**config.mk**
```make
export PLATFORM = sky130hd
export DESIGN_NAME = serial_pattern_tx
export DESIGN_NICKNAME = d
export VERILOG_FILES = /design/src/rtl/serial_pattern_pkg.sv /design/src/rtl/serial_pattern_tx_seq101_tracker.sv /design/src/rtl/serial_pattern_tx.sv
export SDC_FILE = /design/constraint.sdc
export NUM_CORES = 1
export LEC_CHECK = 0
export BUFFER_PORTS_ARGS = -buffer_cell sky130_fd_sc_hd__buf_2
export CORE_ASPECT_RATIO = 0.75
export CORE_MARGIN = 3
export CORE_UTILIZATION = 47
export CTS_CLUSTER_SIZE = 28
export DETAILED_ROUTE_END_ITERATION = 10
export PLACE_DENSITY = 0.71
export SLEW_MARGIN = 20
export SYNTH_ARGS = -nofsm -noshare
export SYNTH_HDL_FRONTEND = slang
export SYNTH_HIERARCHICAL = 1
export SYNTH_SLANG_ARGS = --single-unit
```
**constraint.sdc**
```tcl
create_clock -name clk -period 4.76 [get_ports clk]
set_clock_uncertainty 0.15 [all_clocks]
set_input_delay 0.238 -clock clk [delete_from_list [all_inputs] [get_ports clk]]
set_output_delay 0.238 -clock clk [all_outputs]
set_load 0.01 [all_outputs]
```
**src/rtl/serial_pattern_pkg.sv**
```systemverilog
// Shared types and constants for the serial pattern transmitter and its "101" tracker.
package serial_pattern_pkg;

    typedef enum logic [1:0] {
        IDLE,
        SHIFT,
        DONE
    } tx_state_t;

    typedef enum logic [1:0] {
        S_NONE,
        S_1,
        S_10,
        S_101
    } seq_state_t;

    localparam logic [2:0] SEQ_PATTERN = 3'b101;
    localparam int         REP_W       = 4;

endpackage

```
**src/rtl/serial_pattern_tx_seq101_tracker.sv**
```systemverilog
// Overlapping "101" detector over the transmitted bit stream; built only when
// SERIAL_PATTERN_TX_HITCNT_EN is defined (the transmitter instantiates it under the same macro).
`ifdef SERIAL_PATTERN_TX_HITCNT_EN
module seq101_tracker
    import serial_pattern_pkg::*;
(
    input  logic clk,
    input  logic reset,
    input  logic clr,
    input  logic bit_valid,
    input  logic bit_in,
    output logic hit
);

    seq_state_t state_q, state_d;

    always_ff @(posedge clk) begin
        if (reset || clr) begin
            state_q <= S_NONE;
        end else begin
            state_q <= state_d;
        end
    end

    // S_101 keeps its trailing "1", so a following 0 continues into the "10" prefix.
    always_comb begin
        state_d = state_q;
        hit     = 1'b0;
        if (bit_valid) begin
            case (state_q)
                S_NONE: state_d = (bit_in == SEQ_PATTERN[2]) ? S_1 : S_NONE;
                S_1:    state_d = (bit_in == SEQ_PATTERN[1]) ? S_10 : S_1;
                S_10: begin
                    if (bit_in == SEQ_PATTERN[0]) begin
                        state_d = S_101;
                        hit     = 1'b1;
                    end else begin
                        state_d = S_NONE;
                    end
                end
                S_101:  state_d = (bit_in == SEQ_PATTERN[1]) ? S_10 : S_1;
                default: state_d = S_NONE;
            endcase
        end
    end

endmodule
`endif

```
**src/rtl/serial_pattern_tx.sv**
```systemverilog
// Serial MSB-first word transmitter with repeat count and valid/ready load port.
// Optional "101" hit counter enabled by defining SERIAL_PATTERN_TX_HITCNT_EN.
module serial_pattern_tx
    import serial_pattern_pkg::*;
#(
    parameter int   WIDTH    = 8,
    parameter logic IDLE_BIT = 1'b0
) (
    input  logic             clk,
    input  logic             reset,
    input  logic             load_valid,
    output logic             load_ready,
    input  logic [WIDTH-1:0] load_data,
    input  logic [REP_W-1:0] load_rep,
    output logic             x,
    output logic             x_valid,
    output logic             busy,
    output logic             done,
    output logic [7:0]       hit_count
);

    localparam int CNT_W = $clog2(WIDTH);

    tx_state_t        state_q, state_d;
    logic [WIDTH-1:0] hold_q, hold_d;
    logic [WIDTH-1:0] shift_q, shift_d;
    logic [CNT_W-1:0] bit_q, bit_d;
    logic [REP_W-1:0] rep_q, rep_d;
    logic             x_q, x_valid_q, busy_q, done_q, ready_q;
    logic             accept;
    logic             last_bit;

    assign accept   = (state_q == IDLE) && load_valid;
    assign last_bit = (bit_q == CNT_W'(WIDTH - 1));

    always_comb begin
        state_d = state_q;
        hold_d  = hold_q;
        shift_d = shift_q;
        bit_d   = bit_q;
        rep_d   = rep_q;
        case (state_q)
            IDLE: begin
                if (accept) begin
                    hold_d  = load_data;
                    shift_d = load_data;
                    rep_d   = load_rep;
                    bit_d   = '0;
                    state_d = SHIFT;
                end
            end
            SHIFT: begin
                shift_d = {shift_q[WIDTH-2:0], 1'b0};
                bit_d   = bit_q + 1'b1;
                // Reload from the hold copy on the word's last bit so repetitions run gap-free.
                if (last_bit) begin
                    if (rep_q != '0) begin
                        rep_d   = rep_q - 1'b1;
                        shift_d = hold_q;
                        bit_d   = '0;
                    end else begin
                        state_d = DONE;
                    end
                end
            end
            DONE:    state_d = IDLE;
            default: state_d = IDLE;
        endcase
    end

    // Outputs are registered from next-state so every port comes straight off a flop.
    always_ff @(posedge clk) begin
        if (reset) begin
            state_q   <= IDLE;
            x_q       <= IDLE_BIT;
            x_valid_q <= 1'b0;
            busy_q    <= 1'b0;
            done_q    <= 1'b0;
            ready_q   <= 1'b1;
        end else begin
            state_q   <= state_d;
            x_q       <= (state_d == SHIFT) ? shift_d[WIDTH-1] : IDLE_BIT;
            x_valid_q <= (state_d == SHIFT);
            busy_q    <= (state_d != IDLE);
            done_q    <= (state_d == DONE);
            ready_q   <= (state_d == IDLE);
        end
    end

    always_ff @(posedge clk) begin
        hold_q  <= hold_d;
        shift_q <= shift_d;
        bit_q   <= bit_d;
        rep_q   <= rep_d;
    end

    assign x          = x_q;
    assign x_valid    = x_valid_q;
    assign busy       = busy_q;
    assign done       = done_q;
    assign load_ready = ready_q;

`ifdef SERIAL_PATTERN_TX_HITCNT_EN
    logic       hit;
    logic [7:0] hit_q;

    function automatic logic [7:0] sat_inc(input logic [7:0] v);
        return (v == 8'hFF) ? v : v + 8'd1;
    endfunction

    seq101_tracker u_tracker (
        .clk       (clk),
        .reset     (reset),
        .clr       (accept),
        .bit_valid (state_q == SHIFT),
        .bit_in    (shift_q[WIDTH-1]),
        .hit       (hit)
    );

    always_ff @(posedge clk) begin
        if (reset || accept) begin
            hit_q <= 8'd0;
        end else if (hit) begin
            hit_q <= sat_inc(hit_q);
        end
    end

    assign hit_count = hit_q;
`else
    assign hit_count = 8'd0;
`endif

endmodule

```
After elaboration in Yosys (flattened, before gate mapping)
Cells that the tools add are included.

ROM bits: 0. Latch bits: 0. Bits in writable memories: 0. Output and inout bits: 13. Register bits: 30. Memories: 0.

$lt $le $gt $ge: 0. Multipliers: 0. Bitwise gates (word level): 1. Add/subtract/negate cells: 2. Reductions and logical operators: 10. Mux-type cells: 16. Shift-type cells: 0. Div/mod/pow operators: 0. Equal/unequal tests: 7.

Operators by type and width (count): $mux 8 (3); $pmux 8 s2 (1); $mux 4 (3); $mux 3 (3); $pmux 4 s2 (1); $mux 2 (3); $ne 2x2->1 const B (3); $pmux 3 s2 (1); $eq 2x1->1 const B (2); $logic_not 2->1 (2); $pmux 2 s2 (1); $reduce_and 2->1 (2); $reduce_and 4->1 (1); $reduce_bool 2->1 (2); $reduce_bool 4->1 (1); $sub 4x1->4 const B (1); $add 3x1->3 const B (1); $eq 3x3->1 const B (1); $eq 2x2->1 const B (1); $reduce_or 2->1 (1); $logic_and 1x1->1 (1); $not 1->1 (1).

Longest topological paths before layout
Word-level depth: 7. Gate-level depth with buffers: 7. Depth with buffers taken out: 6.

Least setup slack after synthesis
No wires, ideal clock.

Kind: flip-flop to flip-flop. From: register rep_q[0]. To: register shift_q[2], data pin. Data arrival time: 1452 ps. Cell stages (with the launch flop): 8. Setup slack: 2890 ps. Required time: 4341 ps. Path buffers: 1. Path through: edfxtp_1 -> inv_1 -> ha_1 -> or3b_1 -> buf_6 -> nand2_4 -> mux2i_1 -> o21ai_0.

Cells in the longest elaborated chain, start to end: 4.

RTL lines: start: declaration (line serial_pattern_tx.sv:28) `logic [REP_W-1:0] rep_q, rep_d;`; start signal: assignment (line serial_pattern_tx.sv:94) `rep_q <= rep_d;`; $reduce_bool 4->1 (line serial_pattern_tx.sv:57) `if (rep_q != '0) begin`; $mux 8 (line serial_pattern_tx.sv:57); $mux 8 (line serial_pattern_tx.sv:56) `if (last_bit) begin`; $pmux 8 s2 (line serial_pattern_tx.sv:42) `case (state_q)`; net shift_d[2] (line serial_pattern_tx.sv:26) `logic [WIDTH-1:0] shift_q, shift_d;`; end signal: assignment (line serial_pattern_tx.sv:92) `shift_q <= shift_d;`; end: declaration (line serial_pattern_tx.sv:26).

The timed path passes the listed nets, and every way through them passes these cells. A chain may end at the register's enable or synchronous reset.

Worst setup path after layout
From: register rep_q[0]. To: register shift_q[3], data pin.

The elaborated chain is that of the path after synthesis.

==> results.yml <==
sta:
  setup_tns_ns: 0
  rsz0062_at_grt: "false"
  worst_pin_slew_ns: 0.654
  max_freq_mhz: 481
  fin_crit_sh_pct: 43.7
  worst_hold_slack_ns: 0.0347
  slew_viol_final: 0
  finalHoldViolations: 0
  setup_viol: 0
  maxSlewHeadroom_pct: 56.4
  min_period_ns: 2.08
yosys:
  postSynthCellCount: 107
  yosysSeqAreaShare_pct: 63.0
  syn_area_per_cell_um2: 12.2
  ys_ff_latch: 30
  yosys_warnings: 6
  ys_types: 30
  syn-cell-area_um2: 1300
global_routing:
  gr-total-overflow: 0
  gr-usage-all-layers_pct: 14.6
  grt_max_degree: 21
  antenna_found_initial: 0
  grt_pass1_vias: 796
  grt_pass1_wl_um: 3450
run:
  maxCapViolCount: 0
final_layout:
  area_delta_synth_final_pct: 21.1
  layout_common_cells: "22 x edfxtp_1, 19 x buf_2, 13 x nand2_1"
  mostFrequentLayoutCell: "edfxtp_1"
  final.fill_count: 207
  layout-drive-gt1-share_pct: 20.3
  num_antenna_cells: 0
  final_nets: 155
route:
  ant_nets: 0
  wl_per_cell_um: 12.5
  drt_iter0_drc: 33
  wirelength_um: 2150
  drc_errors: 0
  vias: 845
  post_drt_via_cell_ratio: 4.91
  first_pass_iters: 4
critical_path:
  required_ns: 4.61
  critPathArrivalTime_ns: 1.93
  crit_path_max_fanout: 10
  end_kind: "flop"
  worstSetupPathType: "reg -> reg"
  cp-start-kind: "flop"
placement:
  hpwl_um: 1470
  place_congestion: 0.711
  io_buffers: 19
clock_tree:
  cts.path.max_buffers: 2
  post_cts.repair.setup_buffers: 0
  insertion_delay_ns: 0.28
  cts-htree-levels: 2
  clk_pin_slew_ns: 0.06
  root_buffer: "clkbuf_8"
  cts_made_buffers: 5
  cts_tree: "done"
  cts.sinks: 30
die:
  rows: 15
  core-area_um2: 2460
  io_pins: 28
  die-area_um2: 3450
  chipHeight_um: 51.6
  start_util_pct: 53.0
  fp.dieW_um: 66.8
min_path:
  hold_path_class: "in -> reg"
status:
  status: "finished, final reports clean"
power:
  p_leak_uw: 0.000694
  powerDensity_nw_per_um2: 393
  ir_worst_vdd_uv: 291
stage by stage:
step | setup slack [ns] | std cells | utilization (%) | area, um2 | power (uW)
final | 2.68 | 172 | 64.2 | 1580 | 620
after global routing | 2.54 | 172 | 64.2 | 1580 | 651
after CTS | 2.66 | 172 | 64.2 | 1580 | 628
after detailed placement | 2.67 | 156 | 56.5 | 1390 | 385
after global placement | 2.76 | 156 | 56.5 | 1390 | 382
after floorplan | 2.89 | 114 | - | 1330 | 369
layout make-up:
class / count / area, um2 / share of cell area, %
repair buffers: 27 / 175 / 11.1
inverters: 5 / 18.8 / 1.19
clock buffers: 8 / 110 / 6.97
well taps: 34 / 42.5 / 2.69
flip-flops and latches: 30 / 821 / 52.0
multi-input cells: 68 / 412 / 26.1
report_power, final:
group          total [uW]  internal (uW)  switching (uW)
clock                 237            146            90.8
sequential            318            310            8.07
combinational        66.3           28.0            38.3
final timing paths:
path / to / cells past startpoint / from / slack [ns]
max: shift_q[3] / 6 / rep_q[0] / 2.68
min reg2reg: shift_q[7] / 2 / shift_q[7] / 0.35
max reg2reg: shift_q[3] / 6 / rep_q[0] / 2.68
min: x_valid / 2 / reset / 0.03
cells in the mapped netlist:
master | count | share of area [%]
dfxtp_1 | 8 | 12
a21oi_1 | 4 | 1.5
edfxtp_1 | 22 | 51
a21bo_1 | 1 | 0.77
o21ai_0 | 10 | 3.8
buf_6 | 1 | 0.86
a22o_1 | 1 | 0.67
clkbuf_1 | 2 | 0.58
and2_1 | 1 | 0.48
and3_1 | 1 | 0.48
conb_1 | 1 | 0.29
or3b_1 | 2 | 1.3
clkinv_1 | 1 | 0.29
mux2i_1 | 6 | 4.6
nand2_4 | 1 | 0.86
a21boi_1 | 1 | 0.58
o21ai_1 | 2 | 0.77
nor2_1 | 2 | 0.58
nor2b_1 | 1 | 0.48
nor4_1 | 2 | 0.96
xnor2_1 | 2 | 1.3
nand2b_1 | 3 | 1.4
a21o_1 | 1 | 0.58
nand2_1 | 13 | 3.7
nand3_1 | 1 | 0.38
nor3_1 | 1 | 0.38
buf_4 | 8 | 4.6
ha_1 | 3 | 2.9
inv_1 | 4 | 1.2
nand3b_1 | 1 | 0.58
repair_timing:
item                                   4_1_cts  5_1_grt
hold buffers                                 8        0
endpoints found under the hold margin        8        0
gates resized for setup                      0        0
per-layer routing:
| metal | vias to the layer above | global-route usage (%) | share of wire, % |
|---|---|---|---|
| li1 | 423 | - | - |
| met1 | 399 | 16.8 | 45 |
| met2 | 21 | 22.9 | 48 |
| met3 | 2 | 5.83 | 5.7 |
| met4 | 0 | 9.12 | 1.4 |
| met5 | - | 0 | 0 |
worst max-delay path, stage by stage (launching register included):
cell and delay [ns]:
edfxtp_1 0.40, inv_1 0.08, ha_1 0.17, or3b_1 0.48
nand2_4 0.20, mux2i_1 0.21, o21ai_0 0.09
registers in the layout (all words and copies together) (netlist names), 2 cells and up:
register and flops:
hold_q 8, shift_q 8, rep_q 4, bit_q 3
state_q 2
cell families after synthesis:
group,share of synthesized area [%]
compound gates,8.73
mux,4.61
simple gates,11.7
buf+inv,7.49
xor+xnor,1.34
fa+ha+maj,2.88
other cells,0.288
flops,63.0
No activity file was read; power rests on OpenSTA's default activity.
